===== config.mk =====
export PLATFORM = sky130hd
export DESIGN_NAME = duty_button_conditioner
export DESIGN_NICKNAME = d
export VERILOG_FILES = /design/src/rtl/duty_button_conditioner.sv
export SDC_FILE = /design/constraint.sdc
export NUM_CORES = 1
export LEC_CHECK = 0
export CAP_MARGIN = 20
export CORE_ASPECT_RATIO = 0.6
export CORE_MARGIN = 3
export CORE_UTILIZATION = 50
export DETAILED_ROUTE_END_ITERATION = 6
export PLACE_DENSITY = 0.67
export SLEW_MARGIN = 40
export SYNTH_ARGS = -nofsm -noshare
export SYNTH_HDL_FRONTEND = slang
export SYNTH_SLANG_ARGS = --single-unit

===== constraint.sdc =====
create_clock -name clk -period 4.57 [get_ports clk]
set_input_delay 1.371 -clock clk [delete_from_list [all_inputs] [get_ports clk]]
set_output_delay 1.371 -clock clk [all_outputs]
set_load 0.05 [all_outputs]

===== src/rtl/duty_button_conditioner.sv =====
// duty_button_conditioner: debounced duty up/down buttons to interlocked single-cycle command pulses with auto-repeat; ports clk, reset, btn_up_raw, btn_down_raw -> increase_duty, decrease_duty, up_level, down_level
module duty_button_conditioner #(
  parameter int DEBOUNCE_CYCLES = 1000000,
  parameter int REPEAT_EN = 1,
  parameter int REPEAT_DELAY = 50000000,
  parameter int REPEAT_PERIOD = 20000000,
  parameter int CNT_W = 32
) (
  input  logic clk,
  input  logic reset,
  input  logic btn_up_raw,
  input  logic btn_down_raw,
  output logic increase_duty,
  output logic decrease_duty,
  output logic up_level,
  output logic down_level
);
  typedef enum logic [1:0] {IDLE, DELAY, REPEAT, HELD} state_t;
  localparam state_t PRESSED = (REPEAT_EN != 0) ? DELAY : HELD;
  localparam int MAX_A = (DEBOUNCE_CYCLES > REPEAT_DELAY) ? DEBOUNCE_CYCLES : REPEAT_DELAY;
  localparam int MAXV = (MAX_A > REPEAT_PERIOD) ? MAX_A : REPEAT_PERIOD;
  localparam logic [CNT_W-1:0] DB_N = CNT_W'(DEBOUNCE_CYCLES);
  localparam logic [CNT_W-1:0] RD_N = CNT_W'(REPEAT_DELAY);
  localparam logic [CNT_W-1:0] RP_N = CNT_W'(REPEAT_PERIOD);
  logic [1:0] raw, level, pulse;
  logic conflict, conflict_d;
  assign raw = {btn_down_raw, btn_up_raw};
  assign conflict = &level;
  assign {decrease_duty, increase_duty} = pulse;
  assign {down_level, up_level} = level;
  always_ff @(posedge clk) conflict_d <= reset ? 1'b0 : conflict;
  always_ff @(posedge clk) assert (CNT_W >= $clog2(MAXV + 1)) else $error("CNT_W too narrow for configured counts");
  genvar c;
  for (c = 0; c < 2; c++) begin : g_ch
    logic [1:0] sync;
    logic [CNT_W-1:0] dcnt, dinc, rcnt, rinc, rcnt_n;
    logic lvl, p, pulse_n, dhit;
    state_t state, state_n;
    // saturating increments: counters never wrap
    assign dinc = dcnt + CNT_W'(~&dcnt);
    assign rinc = rcnt + CNT_W'(~&rcnt);
    assign dhit = dinc >= DB_N;
    assign level[c] = lvl;
    assign pulse[c] = p;
    always_ff @(posedge clk) begin
      if (reset) begin
        sync <= '0;
        dcnt <= '0;
        lvl <= 1'b0;
      end else begin
        sync <= {sync[0], raw[c]};
        dcnt <= (sync[1] == lvl || dhit) ? '0 : dinc;
        lvl <= lvl ^ (sync[1] != lvl && dhit);
      end
    end
    // conflict freezes the state; the first clean cycle after it resumes a held button in DELAY, already counting that cycle
    always_comb begin
      state_n = state;
      rcnt_n = rcnt;
      pulse_n = 1'b0;
      if (!lvl) begin
        state_n = IDLE;
        rcnt_n = '0;
      end else if (conflict) begin
        rcnt_n = '0;
      end else if (conflict_d) begin
        state_n = PRESSED;
        rcnt_n = CNT_W'(1);
      end else begin
        case (state)
          IDLE: begin
            state_n = PRESSED;
            rcnt_n = '0;
            pulse_n = 1'b1;
          end
          DELAY: begin
            pulse_n = rinc >= RD_N;
            state_n = pulse_n ? REPEAT : DELAY;
            rcnt_n = pulse_n ? '0 : rinc;
          end
          REPEAT: begin
            pulse_n = rinc >= RP_N;
            rcnt_n = pulse_n ? '0 : rinc;
          end
          default: ;
        endcase
      end
    end
    always_ff @(posedge clk) begin
      if (reset) begin
        state <= IDLE;
        rcnt <= '0;
        p <= 1'b0;
      end else begin
        state <= state_n;
        rcnt <= rcnt_n;
        p <= pulse_n;
      end
    end
  end
endmodule


Word level (Yosys, flattened, before mapping)
Index checks and enable logic that the tools add are counted.
{"block": "word_totals", "mem_count": 0, "ramBits": 0, "in_bits": 4, "regBits": 141, "out_inout_bits": 4, "latch_bits": 0, "mem_bits_ro": 0}
{"block": "op_classes", "shifts": 0, "magnitude_cmp": 6, "n_div": 0, "n_reduce_logical": 31, "n_eq_ne": 8, "add_sub_neg": 4, "bitwise_logic": 5, "mul": 0, "n_mux": 16}
{"operator": "$pmux 32 s3", "n": 2}
{"operator": "$add 32x1->32", "n": 4}
{"operator": "$mux 32", "n": 4}
{"operator": "$reduce_and 32->1", "n": 4}
{"operator": "$ge 32x20->1 const B", "n": 2}
{"operator": "$ge 32x25->1 const B", "n": 2}
{"operator": "$ge 32x26->1 const B", "n": 2}
{"operator": "$reduce_bool 3->1", "n": 4}
{"operator": "$mux 2", "n": 4}
{"operator": "$pmux 2 s2", "n": 2}
{"operator": "$reduce_bool 4->1", "n": 2}
{"operator": "$reduce_or 2->1", "n": 4}
{"operator": "$reduce_or 4->1", "n": 2}
{"operator": "$pmux 1 s3", "n": 2}
{"operator": "$reduce_and 2->1", "n": 3}
{"operator": "$reduce_or 3->1", "n": 2}
{"operator": "$eq 2x1->1 const B", "n": 2}
{"operator": "$eq 2x2->1 const B", "n": 2}
{"operator": "$logic_not 1->1", "n": 4}
{"operator": "$logic_not 2->1", "n": 2}
{"operator": "$not 1->1", "n": 3}
{"operator": "$eq 1x1->1", "n": 2}
{"operator": "$logic_and 1x1->1", "n": 2}
{"operator": "$logic_or 1x1->1", "n": 2}
{"operator": "other kinds (3)", "n": 6}

Logic depth before layout (Yosys ltp)
Gate-level depths: netlist of the first run.
{"block": "logic_depth", "ltp_word": 7, "ltp_mapped": 19, "mapped_depth_nobuf": 15}

Worst setup path before layout of the first run
No wires, ideal clock.
{"block": "synth_path", "path_type": "flip-flop to flip-flop", "from": "register g_ch[0].rcnt[21]", "to": "register g_ch[0].rcnt[17]", "setup_ns": 0.126, "path_buffers": 4, "t_arrival_ns": 4.410, "setup_slack_ns": 0.035, "period_less_slack_ns": 4.535, "path_stages_with_launch": 20, "cell_sequence": "dfxtp_1 clkbuf_1 and3_1 and2_1 nand3_1 or4_1 ha_1 ha_1 and3_1 clkbuf_1 or4_1 a2111oi_0 o22ai_1 a211oi_1 nor3_1 and3_1 clkbuf_1 clkbuf_1 o2111ai_1 a31oi_1"}
{"block": "synth_between", "elab_chain_cells": 6, "elab_cells_between_ends": 8, "cone_classes": "1 x add/sub; 2 x order compare; 3 x mux; 2 x reduce/logical"}
{"item": "from (decl)", "line_no": "36", "rtl": "logic [CNT_W-1:0] dcnt, dinc, rcnt, rinc, rcnt_n;"}
{"item": "from (signal assigned)", "line_no": "96", "rtl": "rcnt <= rcnt_n;"}
{"item": "$reduce_and 32->1", "line_no": "41", "rtl": "assign rinc = rcnt + CNT_W'(~&rcnt);"}
{"item": "$logic_not 1->1", "line_no": "41"}
{"item": "$add 32x1->32 (*)", "line_no": "41"}
{"item": "$ge 32x25->1 or $ge 32x26->1 (tied branches)", "line_no": "82, 77"}
{"item": "$mux 32, on equally long branches", "line_no": "83, 79"}
{"item": "$pmux 32 s3 (*)", "line_no": "70", "rtl": "case (state)"}
Mark *: on every way between the ends. The rest lies on a longest branch, timed or not.
A chain may end at the register's enable or synchronous reset.

Final worst setup path of the first run
{"block": "layout_path", "from": "register g_ch[1].rcnt[17]", "to": "register g_ch[1].rcnt[2]"}
{"block": "layout_between", "elab_chain_cells": 6, "elab_cells_between_ends": 8, "cone_classes": "1 x add/sub; 2 x order compare; 3 x mux; 2 x reduce/logical"}
{"item": "from (decl)", "line_no": "36"}
{"item": "from (signal assigned)", "line_no": "96"}
{"item": "$reduce_and 32->1", "line_no": "41"}
{"item": "$logic_not 1->1", "line_no": "41"}
{"item": "$add 32x1->32 (*)", "line_no": "41"}
{"item": "$ge 32x25->1 or $ge 32x26->1 (tied branches)", "line_no": "82, 77"}
{"item": "$mux 32, on equally long branches", "line_no": "83, 79"}
{"item": "$pmux 32 s3 (*)", "line_no": "70"}
Marked as above.

==> results of run 1 <==
[where the power goes]
| group | switching [mW] | total, mW | internal (mW) |
|---|---|---|---|
| clock network | 0.571 | 1.35 | 0.779 |
| logic | 0.0251 | 0.0439 | 0.0188 |
| registers | 0.0134 | 1.26 | 1.24 |
| total | 0.609 | 2.65 | 2.04 |
[cell usage after synthesis, types with 20 or more instances]
master | instances | area, um^2
dfxtp_1 | 141 | 2823
nand2_1 | 99 | 371.6
nor2_1 | 78 | 292.8
nor3_1 | 69 | 345.3
nand3_1 | 56 | 280.3
xnor2_1 | 56 | 490.5
clkbuf_1 | 49 | 183.9
a21oi_1 | 48 | 240.2
nand4_1 | 46 | 287.8
and3_1 | 37 | 231.5
nor4_1 | 28 | 175.2
o21ai_0 | 28 | 140.1
inv_1 | 25 | 93.84
xor2_1 | 25 | 219.0
and2_1 | 20 | 125.1
[per-stage QoR]
stage / total power, mW / std cells / worst slack [ns] / hold WS [ns]
after floorplan: 1.310 / 1140 / 0.03466 / 0.4138
after global placement: 1.326 / 1377 / 0.2348 / 0.4429
after detailed placement: 1.327 / 1377 / 0.1485 / 0.4475
after CTS: 2.672 / 1408 / 0.09041 / 0.4600
after global routing: 2.729 / 1408 / 0.01175 / 0.4695
final: 2.650 / 1408 / 0.2027 / 0.4538
[registers in the layout (all words and copies together) (netlist names), named ones only]
name           cells
g_ch.dcnt         64
decrease_duty      1
g_ch.sync          4
g_ch.rcnt         64
conflict_d         1
g_ch.state         4
increase_duty      1
[area by class of cell]
cell class                 count  area share, %
multi-input combinational    900          56.37
sequential                   141          27.79
inverter                      25         0.9223
tap                          228          2.804
clock buffer                  19          4.452
timing repair buffer          83          6.542
clock inverter                12          1.119
[cells by family after synthesis]
logic type / synth area share (%)
other cells: 0.04260
buf+inv: 4.747
fa+ha+maj: 2.416
simple gates: 34.05
compound gates: 17.55
xor+xnor: 8.059
flops: 32.06
mux: 1.066
[per-layer routing]
metal  routed length [um]  track usage, %
met4                  182           6.047
met3                 2652           8.594
met2                 8872           31.42
met5                    0               0
met1                12300           40.38
[path summary, 6_finish.rpt]
kind / from / to / slack (ns) / cells after the start
hold reg to reg: g_ch[0].sync[0] / g_ch[0].sync[1] / 0.45 / 1
setup / recovery: g_ch[1].rcnt[17] / g_ch[1].rcnt[2] / 0.20 / 15
setup reg to reg: g_ch[1].rcnt[17] / g_ch[1].rcnt[2] / 0.20 / 15
hold / removal: g_ch[0].sync[0] / g_ch[0].sync[1] / 0.45 / 1
==> results.md, run 1 <==
- Outcome: complete, no violations
- Fin. Hold Viols: 0
- First-pass GRT wire length: 39.32 mm
- Slowest Stage Delay on Critical Path: 0.42 ns
- Max Fclk: 229.0 MHz
- Std-Cell Rows: 36
- First-pass iteration count of the detailed router: 5
- Drt total wl: 24.01 mm
- CP arrival: 4.67 ns
- Initial Util: a little over half
- Fin area: 0.01017 mm^2
- Commonest cells after routing, fill and taps aside: dfxtp_1 (137), nand2_1 (99), nor2_1 (76)
- Number of synthesized flops with an enable pin: 0
- CTS Buf Count: 17
- Synth Instances: 1117
- Final setup fails: 0
- Cts hold-fix bufs: 0
- Grt ovf: 0
- Fin crit share: 95.57%
- Reg area: 0.002828 mm^2
- Die Ht: 108.8 um
- Vias: 8655
- Worst Path Max Fanout: 10
- Drt via density: 6.147
- DP Area: between 0.009 and 0.01 mm^2
- Share of layout cells above drive strength 1: 14.66%
- Die W: 177.3 um
- Power Density: around 260 mW/mm^2
- CTS clk-pin slew, worst paths: 0.06 ns
- Sum of buffers and inverters on the critical path: 1
- H-tree Lvls: 4
- Slew HR: 45.29%
- Crit start category: flip-flop
- Clk root buf: clkbuf_16
- Sequential fraction of the synthesis area: 32.06%
- Syn. warnings: 0
- Maxcap violations: 0
- Finished Core Util: 60.89%
- VDD IR-drop max: about 0.00023 V
- Final period demand of the worst path: around 4.4 ns
- Mean Syn Cell Area: 7.881 um^2
- Clock Sinks: approximately 140
- Critical Path RT: ~4.9 ns
- Synthesized cell area: 0.008803 mm^2
- RePlAce Congestion: 1.034
- Number of global-route vias before repair: 7466
- I/O Pins: 8
- ANT cells: 0
- Worst-case clock buffer depth: 2
- Fraction of registers with async set/reset: 0%
- Total GRT Usage: 25.37%
- Most used cell, CP: ha_1
- RSZ-0062 raised after global routing: no
- Synthesis-stage register bit count: 141
- Filler cell count: 1503
- Initial DRC count: 1031
- Crit. End Element: flip-flop
- Worst path top cell family by delay: simple AND/OR/NAND/NOR gates
- DRC: 0
- Post-CTS sizing: 0
- Most common cell after layout, fill and taps aside: dfxtp_1
- Fin Setup TNS: 0 ns
- Largest net degree at the start of global routing: 33
- Antenna violations before repair: 0
- Worst-Margin Slew: 0.8207 ns
- Multi-input combinational cell area: 0.005736 mm^2
- Primary FF master, synth: dfxtp_1
- Critical path class: reg2reg
- Min-Delay Path Class: reg2reg
- Worst-path cell chain: nand4_1 > nor4_2 > nand3_1 > ha_1 > ha_1 > nand4_4 > nor4_1 > a21boi_0 > a2bb2o_1 > a2111oi_0 > a41oi_1 > and4_1 > nor3_2 > buf_4 > nor3_1
- Dpl hpwl: 17.51 mm
- Clock latency at the later pin of the worst-skew pair: ~0.42 ns
- Final #Nets: 1189
- Per-cell routed wire length: between 15 and 20 um
- Post-CTS Setup Repair Bufs: 0
- CORE AREA: 0.01671 mm^2
- Leak: 3.273 nW
- ANT nets after route: 0
- PortBufs: 7
- Critical path's slowest cell: dfxtp_1
- Worst Skew: 0.007628 ns
- Die area: approximately 0.019 mm^2
- Area Growth Syn to Fin: 15.58%
- Distinct cells, synth: 80
- CTS tree: done
- Final slew viol count: 0
Power figures use the tool's default switching activity.
==> inputs of run 2 (changes only) <==
Settings changed: HOLD_SLACK_MARGIN set to 0.06.
==> results of run 2 <==
Same layout as run 1: the final DEF is identical, and so are final timing and power.
